--- src/rtl/perceptron_pkg.sv ---
// -----------------------------------------------------------------------------
// perceptron_pkg
// Shared definitions for the perceptron sequencer and its MAC/activation unit.
//   state_e     : sequencer FSM states (3-bit encoding)
//   DATA_W_DEF  : default width of weights, inputs and result
//   ACC_W_DEF   : default signed accumulator width
//   relu_sat()  : ReLU saturation ceiling (2^data_w - 1) for a given width
//   RELU_SAT    : saturation ceiling at the default data width
// -----------------------------------------------------------------------------
package perceptron_pkg;

   localparam int DATA_W_DEF = 8;
   localparam int ACC_W_DEF  = 20;

   typedef enum logic [2:0] {
      ST_IDLE   = 3'd0,
      ST_LOAD_W = 3'd1,
      ST_LOAD_X = 3'd2,
      ST_MAC    = 3'd3,
      ST_ACT    = 3'd4,
      ST_DONE   = 3'd5
   } state_e;

   // Largest unsigned value representable in data_w bits.
   function automatic int relu_sat(input int data_w);
      return (1 << data_w) - 1;
   endfunction

   localparam int RELU_SAT = relu_sat(DATA_W_DEF);

endpackage

--- src/rtl/perceptron_mac_unit.sv ---
// -----------------------------------------------------------------------------
// perceptron_mac_unit
// Purely combinational datapath for one perceptron term plus the activation.
//   w_i       : weight W[i], two's complement
//   x_i       : input X[i], unsigned
//   acc_i     : current accumulator value (signed)
//   acc_sum_o : acc_i + sign-extended (X[i] * W[i])
//   relu_o    : saturating ReLU of acc_i (0 .. 2^DATA_W-1)
// -----------------------------------------------------------------------------
module perceptron_mac_unit
   import perceptron_pkg::*;
#(
   parameter int DATA_W = DATA_W_DEF,
   parameter int ACC_W  = ACC_W_DEF
) (
   input  logic              [DATA_W-1:0] w_i,
   input  logic              [DATA_W-1:0] x_i,
   input  logic signed       [ACC_W-1:0]  acc_i,
   output logic signed       [ACC_W-1:0]  acc_sum_o,
   output logic              [DATA_W-1:0] relu_o
);

   // Unsigned X (one extra sign bit) times signed W needs 2*DATA_W+1 bits.
   localparam int PROD_W  = 2 * DATA_W + 1;
   localparam int SAT_INT = relu_sat(DATA_W);
   localparam logic signed [ACC_W-1:0] SAT_ACC = ACC_W'(SAT_INT);

   logic signed [PROD_W-1:0] x_wide;
   logic signed [PROD_W-1:0] w_wide;
   logic signed [PROD_W-1:0] prod;
   logic signed [ACC_W-1:0]  prod_ext;

   always_comb begin
      // Zero-extend X so it is always non-negative, sign-extend W.
      x_wide    = PROD_W'($signed({1'b0, x_i}));
      w_wide    = PROD_W'($signed(w_i));
      prod      = x_wide * w_wide;
      prod_ext  = ACC_W'(prod);
      acc_sum_o = acc_i + prod_ext;
   end

   always_comb begin
      // NOTE: every path assigns relu_o, starting from a default, so no latch is inferred.
      relu_o = '0;
      if (acc_i[ACC_W-1] || (acc_i == '0)) begin
         relu_o = '0;
      end else if (acc_i > SAT_ACC) begin
         relu_o = DATA_W'(SAT_INT);
      end else begin
         relu_o = acc_i[DATA_W-1:0];
      end
   end

endmodule

--- src/rtl/perceptron_sequencer.sv ---
// -----------------------------------------------------------------------------
// perceptron_sequencer
// Loads a signed weight vector and an unsigned input vector byte-serially,
// runs one multiply-accumulate term per cycle, applies a saturating ReLU and
// presents the result with a valid/ready handshake.
//   clk       : clock, rising edge
//   reset     : synchronous, active-high
//   start     : command pulse, honoured only in IDLE
//   reuse_w   : with start, skip weight loading and keep the stored weights
//   in_data   : load byte (weights signed, inputs unsigned)
//   in_valid  : in_data valid
//   in_ready  : byte accepted when in_valid && in_ready (LOAD_W / LOAD_X)
//   out_data  : ReLU result, held until the next activation
//   out_valid : result available, held until out_ready
//   out_ready : consumer accepts the result
//   busy      : high in every state except IDLE
// -----------------------------------------------------------------------------
module perceptron_sequencer
   import perceptron_pkg::*;
#(
   parameter int N_INPUTS = 2,
   parameter int DATA_W   = DATA_W_DEF,
   parameter int ACC_W    = ACC_W_DEF
) (
   input  logic              clk,
   input  logic              reset,
   input  logic              start,
   input  logic              reuse_w,
   input  logic [DATA_W-1:0] in_data,
   input  logic              in_valid,
   output logic              in_ready,
   output logic [DATA_W-1:0] out_data,
   output logic              out_valid,
   input  logic              out_ready,
   output logic              busy
);

   localparam int IDX_W = (N_INPUTS > 1) ? $clog2(N_INPUTS) : 1;
   localparam logic [IDX_W-1:0] IDX_LAST = IDX_W'(N_INPUTS - 1);

   state_e                   state_q,     state_d;
   logic [IDX_W-1:0]         idx_q,       idx_d;
   logic signed [ACC_W-1:0]  acc_q,       acc_d;
   logic [DATA_W-1:0]        w_q [N_INPUTS];
   logic [DATA_W-1:0]        w_d [N_INPUTS];
   logic [DATA_W-1:0]        x_q [N_INPUTS];
   logic [DATA_W-1:0]        x_d [N_INPUTS];
   logic [DATA_W-1:0]        out_data_q,  out_data_d;
   logic                     out_valid_q, out_valid_d;
   logic                     in_ready_q,  in_ready_d;
   logic                     busy_q,      busy_d;

   logic                     xfer;
   logic signed [ACC_W-1:0]  acc_sum;
   logic [DATA_W-1:0]        relu;

   assign xfer = in_valid && in_ready_q;

   // The current index addresses both banks; the MAC unit only matters in MAC
   // and ACT, elsewhere its outputs are ignored.
   perceptron_mac_unit #(
      .DATA_W (DATA_W),
      .ACC_W  (ACC_W)
   ) u_mac (
      .w_i       (w_q[idx_q]),
      .x_i       (x_q[idx_q]),
      .acc_i     (acc_q),
      .acc_sum_o (acc_sum),
      .relu_o    (relu)
   );

   always_comb begin
      state_d     = state_q;
      idx_d       = idx_q;
      acc_d       = acc_q;
      w_d         = w_q;
      x_d         = x_q;
      out_data_d  = out_data_q;
      out_valid_d = out_valid_q;

      case (state_q)
         ST_IDLE: begin
            if (start) begin
               state_d = reuse_w ? ST_LOAD_X : ST_LOAD_W;
               idx_d   = '0;
            end
         end

         ST_LOAD_W: begin
            if (xfer) begin
               w_d[idx_q] = in_data;
               if (idx_q == IDX_LAST) begin
                  idx_d   = '0;
                  state_d = ST_LOAD_X;
               end else begin
                  idx_d = idx_q + 1'b1;
               end
            end
         end

         ST_LOAD_X: begin
            if (xfer) begin
               x_d[idx_q] = in_data;
               if (idx_q == IDX_LAST) begin
                  idx_d   = '0;
                  acc_d   = '0;
                  state_d = ST_MAC;
               end else begin
                  idx_d = idx_q + 1'b1;
               end
            end
         end

         ST_MAC: begin
            acc_d = acc_sum;
            if (idx_q == IDX_LAST) begin
               idx_d   = '0;
               state_d = ST_ACT;
            end else begin
               idx_d = idx_q + 1'b1;
            end
         end

         ST_ACT: begin
            out_data_d  = relu;
            out_valid_d = 1'b1;
            state_d     = ST_DONE;
         end

         ST_DONE: begin
            if (out_ready) begin
               out_valid_d = 1'b0;
               state_d     = ST_IDLE;
            end
         end

         default: begin
            state_d = ST_IDLE;
         end
      endcase

      // Handshake/status outputs are registered from the next state so they
      // line up with the state register.
      in_ready_d = (state_d == ST_LOAD_W) || (state_d == ST_LOAD_X);
      busy_d     = (state_d != ST_IDLE);
   end

   always_ff @(posedge clk) begin
      // NOTE: sequential state uses non-blocking assignments so every flop samples pre-edge values.
      if (reset) begin
         state_q     <= ST_IDLE;
         idx_q       <= '0;
         acc_q       <= '0;
         // NOTE: the banks are reset because a reuse_w command after reset must see all-zero weights.
         for (int i = 0; i < N_INPUTS; i++) begin
            w_q[i] <= '0;
            x_q[i] <= '0;
         end
         out_data_q  <= '0;
         out_valid_q <= 1'b0;
         in_ready_q  <= 1'b0;
         busy_q      <= 1'b0;
      end else begin
         state_q     <= state_d;
         idx_q       <= idx_d;
         acc_q       <= acc_d;
         w_q         <= w_d;
         x_q         <= x_d;
         out_data_q  <= out_data_d;
         out_valid_q <= out_valid_d;
         in_ready_q  <= in_ready_d;
         busy_q      <= busy_d;
      end
   end

   assign in_ready  = in_ready_q;
   assign out_data  = out_data_q;
   assign out_valid = out_valid_q;
   assign busy      = busy_q;

endmodule

--- config.mk ---
export PLATFORM = sky130hd
export DESIGN_NAME = perceptron_sequencer
export DESIGN_NICKNAME = d
export VERILOG_FILES = /design/src/rtl/perceptron_pkg.sv /design/src/rtl/perceptron_mac_unit.sv /design/src/rtl/perceptron_sequencer.sv
export SDC_FILE = /design/constraint.sdc
export NUM_CORES = 1
export LEC_CHECK = 0
export ABC_AREA = 0
export ABC_CLOCK_PERIOD_IN_PS = 12100
export BUFFER_PORTS_ARGS = -buffer_cell sky130_fd_sc_hd__clkbuf_2
export CORE_AREA = 4 4 82 142
export DETAILED_ROUTE_END_ITERATION = 10
export DIE_AREA = 0 0 86 146
export PLACE_DENSITY_LB_ADDON = 0.05
export SETUP_SLACK_MARGIN = 0.02
export SYNTH_ARGS = -nofsm -noshare
export SYNTH_HDL_FRONTEND = slang
export SYNTH_SLANG_ARGS = --single-unit
--- constraint.sdc ---
create_clock -name clk -period 12.1 [get_ports clk]
set_input_delay 0.605 -clock clk [delete_from_list [all_inputs] [get_ports clk]]
set_output_delay 0.605 -clock clk [all_outputs]
set_load 0.02 [all_outputs]
==> results of run 1 <==
## how the worst max path moves through the flow
stage | endpoint | slack, ps | depth (start not counted)
after floorplan | acc_q[14] | 6590 | 18
after detailed placement | acc_q[14] | 6060 | 17
final | acc_q[14] | 6020 | 17
after global routing | acc_q[17] | 5630 | 17
after global placement | acc_q[14] | 6230 | 17
after CTS | acc_q[14] | 6010 | 17
## per-stage QoR
| step | std cells | total power [mW] | utilization, % |
|---|---|---|---|
| 6_report | 781 | 0.5325 | 58.58 |
| 5_1_grt | 781 | 0.5516 | 58.58 |
| 4_1_cts | 781 | 0.5373 | 58.58 |
| 3_5_place_dp | 765 | 0.2768 | 55.78 |
| 3_3_place_gp | 765 | 0.2758 | 55.78 |
| 2_1_floorplan | 630 | 0.2636 | - |
## layout make-up
type                       count  area (um^2)  area share (%)
multi-input combinational    465         3965           64.02
inverter                      76        285.3           4.606
clock inverter                 4        50.05          0.8081
timing repair buffer          27        142.6           2.303
sequential                    67         1341           21.66
clock buffer                  12        246.5           3.980
tap                          130        162.7           2.626
## worst max-delay path, stage by stage (launching register included)
cell	delay, ps
sky130_fd_sc_hd__dfxtp_1	300
sky130_fd_sc_hd__buf_4	410
sky130_fd_sc_hd__mux2i_1	540
sky130_fd_sc_hd__inv_1	330
sky130_fd_sc_hd__nand2_1	170
sky130_fd_sc_hd__fa_1	430
sky130_fd_sc_hd__fa_1	550
sky130_fd_sc_hd__inv_1	60
sky130_fd_sc_hd__fa_1	530
sky130_fd_sc_hd__fa_1	520
sky130_fd_sc_hd__fa_1	410
sky130_fd_sc_hd__ha_1	360
sky130_fd_sc_hd__a21o_1	230
sky130_fd_sc_hd__a21oi_4	190
sky130_fd_sc_hd__a31oi_2	150
sky130_fd_sc_hd__o21a_1	220
sky130_fd_sc_hd__or3_1	310
sky130_fd_sc_hd__a32o_1	250
## cell usage in the layout (no fill, tap or decap), types with 4 or more instances in the layout
cell and n:
sky130_fd_sc_hd__a21oi_1 24, sky130_fd_sc_hd__mux2_2 13, sky130_fd_sc_hd__o21ai_0 7, sky130_fd_sc_hd__ha_1 60, sky130_fd_sc_hd__nor2_1 100, sky130_fd_sc_hd__and2_1 4, sky130_fd_sc_hd__clkbuf_16 9, sky130_fd_sc_hd__inv_1 75
sky130_fd_sc_hd__a22o_1 7, sky130_fd_sc_hd__xor2_1 5, sky130_fd_sc_hd__nor2b_1 6, sky130_fd_sc_hd__dfxtp_1 67, sky130_fd_sc_hd__a21o_1 4, sky130_fd_sc_hd__mux2i_1 45, sky130_fd_sc_hd__nand2_1 48, sky130_fd_sc_hd__nor3_1 12
sky130_fd_sc_hd__nand2b_1 8, sky130_fd_sc_hd__xnor2_1 11, sky130_fd_sc_hd__fa_1 51, sky130_fd_sc_hd__a22oi_1 10, sky130_fd_sc_hd__clkbuf_2 24, sky130_fd_sc_hd__o21a_1 9, sky130_fd_sc_hd__nand3_1 5, sky130_fd_sc_hd__nor4_1 4
## sequential cells by signal, summed over array words and instances, names as in the netlist
signal     flops
out_data       8
out_valid      1
acc_q         20
busy           1
idx_q          1
state_q        3
in_ready       1
w_q           16
x_q           16
## power groups by stage
stage               registers [mW]  clock network [mW]  logic, mW
detailed placement           0.233                   0     0.0439
global route                 0.228               0.274     0.0487
finish                       0.228               0.261     0.0434
floorplan                    0.232                   0     0.0317
CTS                          0.228               0.265     0.0441
global placement             0.233                   0     0.0432
## routing by layer
layer / GRT usage, % / share of wire, % / vias to the layer above
li1: - / - / 2127
met1: 24.42 / 37 / 2132
met2: 43.59 / 57 / 84
met3: 2.833 / 2.0 / 38
met4: 12.04 / 4.4 / 0
met5: 0 / 0 / -
## kinds of logic (layout without fill, tap and decap cells)
family / after synthesis / in the layout / synth area share (%)
AND/OR/NAND/NOR: 198 / 198 / 15.34
adder cells (fa/ha/maj): 112 / 112 / 31.30
buffers and inverters: 98 / 119 / 6.771
AO/OA/AOI/OAI: 81 / 81 / 10.07
flip-flops: 67 / 67 / 23.57
multiplexers: 58 / 58 / 10.49
XOR/XNOR: 16 / 16 / 2.462
==> out/metrics.yaml, run 1 <==
power_and_ir_drop:
  p_per_area_nw_per_um2: 85.97
  p_switching_mw: 0.1277
  power_switching_share_pct: 23.98
  ir_drop_uv: 80.18
  power.sequential.fraction_pct: 42.8
  combinational_fraction_of_design_power_pct: 8.2
  power.leakage_nw: 3.069
  power.clock.fraction_pct: 49.0
  cellInternalPower_mw: 0.4048
sta:
  slew-limit-headroom_pct: 48.85
  layout_worst_path_cycle_share_pct: 50.22
  rsz0062_at_grt: "false"
  final.min_clock_period_ps: 6077
  worst_pin_slew_ps: 761.5
  fin_clk_skew_ps: 8.801
  setup_violations: 0
  clock.fmax_mhz: 164.6
  finalMaxSlewViolations: 0
  fin_hold_ws_ps: 453.9
  fin_setup_tns_ps: 0
  setup_ws_ps: 6023
  final_hold_viol_count: 0
worst_setup_path:
  critical_path_arrival_ps: 6300
  critical_path.endpoint_type: "flop"
  timing.critical_path.from_type: "flop"
  crit-reg2reg-launch: "idx_q"
  cp.required_ps: 12330
  class_of_the_most_critical_setup_path: "reg -> reg"
  ff2ff_setup_slack_ps: 6020
  r2r_cells: 17
  critPathMaxFanout: 36
  worst_setup_path_start: "idx_q"
  rr_endpoint: "acc_q[14]"
floorplan:
  ioPinCount: 25
  floorplan.initialDensity_pct: 53.83
  fp.dieH_um: 146
  die_w_um: 86
  core_box_area_um2: 10570
  design.die.area_um2: 12560
  num_rows: 50
drt:
  drt-total-wl_um: 13520
  first_pass_iters: 4
  vias: 4381
  drc: 0
  avgRoutedWirePerCell_um: 17.31
  detail-route-antenna-nets: 0
  drt_first_iter_violations: 176
  via_per_inst: 5.609
placed_design:
  place_worst_setup_slack_ps: 6056
  portBuffers: 24
  detailed_place_hpwl_um: 11110
  routabilityCongestion: 0.8915
  place_area_um2: 5897
layout:
  insertedDiodeCount: 0
  drive_above_1_share_pct: 9.524
  nets: 771
  flow.area_growth_from_synthesis_pct: 8.815
  fill_cells: 991
  finish.instance_area_um2: 6193
synth:
  synth.ff_latch_count: 67
  synth_edf_count: 0
  syn_nets: 755
  async_reset_ff_share_pct: 0
  synthesized_instance_count: 630
  synth.top_cells.by_count: "100 x sky130_fd_sc_hd__nor2_1, 75 x sky130_fd_sc_hd__inv_1, 67 x sky130_fd_sc_hd__dfxtp_1, 60 x sky130_fd_sc_hd__ha_1, 51 x sky130_fd_sc_hd__fa_1"
  synth_top_cell_area_share_pct: 23.57
  post-synth-top-area-cell: "sky130_fd_sc_hd__dfxtp_1"
  post_synth_num_cell_types: 52
  syn_avg_cell_area_um2: 9.034
  synth.top_cells.by_area: "sky130_fd_sc_hd__dfxtp_1 24%, sky130_fd_sc_hd__fa_1 18%, sky130_fd_sc_hd__ha_1 13%"
  yosysWarningCount: 0
  synthesis.area_um2: 5692
  post-synth-top-count-cell: "sky130_fd_sc_hd__nor2_1"
  ys.flop_type: "sky130_fd_sc_hd__dfxtp_1"
  sequential_fraction_of_the_synthesis_area_pct: 23.57
global_routing:
  grt_usage_pct: 23.26
  pin_count_of_the_biggest_net_entering_global_routing: 61
  first_pass_grt_wire_length_um: 22800
  grt-ovfl-total: 0
  first_global_vias: 4721
  grt_antenna_before_repair: 0
cts:
  clock_tree.root_cell: "sky130_fd_sc_hd__clkbuf_16"
  cts_max_path_buffers: 2
  cts.htree.levels: 3
  numCtsBuffers: 9
  clkLatencyLatePin_ps: 330
  post_cts_resize_count: 0
  post_cts.repair.setup_buffers: 0
  cts.hold.buffers_added: 0
  cts_tree: "built"
  cts.sink_count: 67
  post_cts_clock_slew_at_the_launch_and_capture_registers_of_the_worst_setup_and_hold_paths_ps: 60
job:
  maxCapViolations: 0
worst_hold_path:
  worst_hold_path_type: "reg -> reg"
  timing.hold.worst.start: "out_valid"
  min_to: "out_valid"
  timing.hold.worst_path_depth: 2
status:
  run_status: "finished, final reports clean"
(Power assumes the default switching activity.)
==> run 2: changes to the inputs <==
ABC_AREA = 1   (was 0)
ABC_CLOCK_PERIOD_IN_PS = 5470   (was 12100)
CORE_AREA = 4 4 84 145   (was 4 4 82 142)
DIE_AREA = 0 0 88 149   (was 0 0 86 146)
clock period = 5.47 ns   (was 12.1 ns; I/O delays follow)
==> out/metrics.yaml, run 2 <==
synth:
  async_reset_ff_share_pct: 0
  yosysWarningCount: 0
  synthesized_instance_count: 807
  synth_edf_count: 0
  synth.top_cells.by_area: "sky130_fd_sc_hd__dfxtp_1 23%, sky130_fd_sc_hd__fa_1 17%, sky130_fd_sc_hd__ha_1 13%"
  sequential_fraction_of_the_synthesis_area_pct: 22.64
  synth_top_cell_area_share_pct: 22.64
  synthesis.area_um2: 5924
  ys.flop_type: "sky130_fd_sc_hd__dfxtp_1"
  syn_avg_cell_area_um2: 7.341
  post-synth-top-count-cell: "sky130_fd_sc_hd__nand2_1"
  synth.ff_latch_count: 67
  post_synth_num_cell_types: 39
  synth.top_cells.by_count: "163 x sky130_fd_sc_hd__nand2_1, 130 x sky130_fd_sc_hd__inv_1, 114 x sky130_fd_sc_hd__nor2_1, 67 x sky130_fd_sc_hd__dfxtp_1, 60 x sky130_fd_sc_hd__ha_1"
  syn_nets: 932
  post-synth-top-area-cell: "sky130_fd_sc_hd__dfxtp_1"
sta:
  rsz0062_at_grt: "false"
  worst_pin_slew_ps: 803.2
  final_hold_viol_count: 0
  slew-limit-headroom_pct: 46.39
  setup_violations: 0
  fin_hold_ws_ps: 241.5
  fin_setup_tns_ps: 0
  fin_clk_skew_ps: 9.460
  finalMaxSlewViolations: 0
  clock.fmax_mhz: 198.5
  layout_worst_path_cycle_share_pct: 92.11
  final.min_clock_period_ps: 5038
  setup_ws_ps: 431.8
placed_design:
  portBuffers: 24
  routabilityCongestion: 0.9619
  dp_cells: 954
  place_worst_setup_slack_ps: 416.8
  detailed_place_hpwl_um: 12280
  place_area_um2: 6165
layout:
  mostFrequentLayoutCells: "163 x sky130_fd_sc_hd__nand2_1, 130 x sky130_fd_sc_hd__inv_1, 114 x sky130_fd_sc_hd__nor2_1, 67 x sky130_fd_sc_hd__dfxtp_1, 60 x sky130_fd_sc_hd__ha_1"
  top_flop_regs: "acc_q (20), w_q (16), x_q (16)"
  multiInputGateArea_um2: 3964
  final_common_cell: "sky130_fd_sc_hd__nand2_1"
  nets: 958
  largest_register_ff_count: 20
  insertedDiodeCount: 0
  final_core_util_pct: 58.28
  layout.area.seq_um2: 1341
  regMostFlops: "acc_q"
  finalNonFillerCells: 968
  fill_cells: 1076
  drive_above_1_share_pct: 11.48
  flow.area_growth_from_synthesis_pct: 8.596
  finish.instance_area_um2: 6434
global_routing:
  grt-ovfl-total: 0
  first_pass_grt_wire_length_um: 24690
  pin_count_of_the_biggest_net_entering_global_routing: 36
  global_route.usage.met3_pct: 3.704
  most_heavily_used_metal_layer_in_global_routing: "met2"
  globalRouteMet1Util_pct: 25.54
  first_global_vias: 5388
  met2_usage_pct: 45.20
  grt_antenna_before_repair: 0
  grt_usage_pct: 24.40
drt:
  first_pass_iters: 5
  avgRoutedWirePerCell_um: 15.04
  drt_first_iter_violations: 118
  drt-total-wl_um: 14560
  vias: 5087
  detail-route-antenna-nets: 0
  drc: 0
  via_per_inst: 5.255
cts:
  post_cts_resize_count: 0
  cts.sink_count: 67
  cts.hold.buffers_added: 0
  cts_max_path_buffers: 2
  cts_tree: "built"
  post_cts.repair.setup_buffers: 0
  clkLatencyLatePin_ps: 340
  clock_tree.root_cell: "sky130_fd_sc_hd__clkbuf_16"
  post_cts_clock_slew_at_the_launch_and_capture_registers_of_the_worst_setup_and_hold_paths_ps: 50
  numCtsBuffers: 9
  cts.htree.levels: 3
status:
  run_status: "finished, final reports clean"
power_and_ir_drop:
  p_per_area_nw_per_um2: 280.3
  totalPowerFinal_mw: 1.804
  power.leakage_nw: 3.478
  ir_drop_uv: 198.8
worst_hold_path:
  worst_hold_path_type: "in -> reg"
  min_to: "w_q[14]"
  timing.hold.worst_path_depth: 3
  timing.hold.worst.start: "in_data[6]"
worst_setup_path:
  crit_path_cell_trace: "buf_4 -> nand2_1 -> nand2_2 -> nand2_1 -> fa_1 -> fa_1 -> inv_1 -> fa_1 -> fa_1 -> fa_1 -> ha_1 -> nand2_1 -> nor2_1 -> nand2_1 -> nand2_1 -> nand2_1 -> nand2_1 -> nand2_1 -> nand3_1 -> a21oi_1"
  critPathMaxFanout: 19
  crit-reg2reg-launch: "idx_q"
  r2r_cells: 20
  critical_path_s_largest_stage_delay_ps: 580
  timing.critical_path.from_type: "flop"
  worst_path_dominant_cell_family: "adder cells"
  timing.critical_path.buf_inv: 2
  cp.required_ps: 5650
  cpMaxStageDelayCell: "sky130_fd_sc_hd__fa_1"
  critical_path.endpoint_type: "flop"
  ff2ff_setup_slack_ps: 430
  rr_endpoint: "acc_q[19]"
  worst_setup_path_start: "idx_q"
  critical_path_arrival_ps: 5220
  class_of_the_most_critical_setup_path: "reg -> reg"
  cp_common_cell: "sky130_fd_sc_hd__nand2_1"
floorplan:
  num_rows: 51
  core_box_area_um2: 11040
  design.die.area_um2: 13110
  ioPinCount: 25
  floorplan.initialDensity_pct: 53.67
  fp.dieH_um: 149
  die_w_um: 88
job:
  maxCapViolations: 0
==> run 2: worst max path at each step <==
stage	to	slack, ps	depth (start not counted)
2_1_floorplan	acc_q[18]	590	23
3_3_place_gp	acc_q[18]	510	22
3_5_place_dp	acc_q[10]	420	17
4_1_cts	acc_q[10]	400	17
5_1_grt	acc_q[18]	80	20
6_report	acc_q[19]	430	20
==> run 2: cell families (layout without fill, tap and decap cells) <==
logic type	count (synthesis)	count (layout)	synth area share, %
buffers and inverters	157	186	10.45
adders and majority gates	111	111	29.90
AOI/OAI and AO/OA	110	110	10.18
xor gates and xnor gates	3	3	0.4436
muxes	1	1	0.1690
and+or+nand+nor	358	358	26.21
DFF	67	67	22.64
==> run 2: worst min-delay path: cells and delay by family <==
kind	cells	cell delay [ps]
AND/OR/NAND/NOR	1	70
AO/OA/AOI/OAI	1	80
buffers and inverters	1	110
==> run 2: power by group <==
part	internal (mW)	total (mW)	switching [mW]
combinational	0.260	0.746	0.486
clock	0.325	0.535	0.209
sequential	0.508	0.523	0.0147
==> run 2: routing by layer <==
metal / routed length [um] / vias up
met5: 0 / -
li1: - / 2562
met1: 5386 / 2375
met4: 637 / 0
met2: 8092 / 102
met3: 440 / 48
==> run 2: final cells by class <==
cell class	count	area share, %
timing repair buffer	28	2.334
clock buffer	12	3.987
sequential	67	20.85
multi-input combinational	583	61.61
inverter	144	8.460
clock inverter	2	0.1945
tap	132	2.567
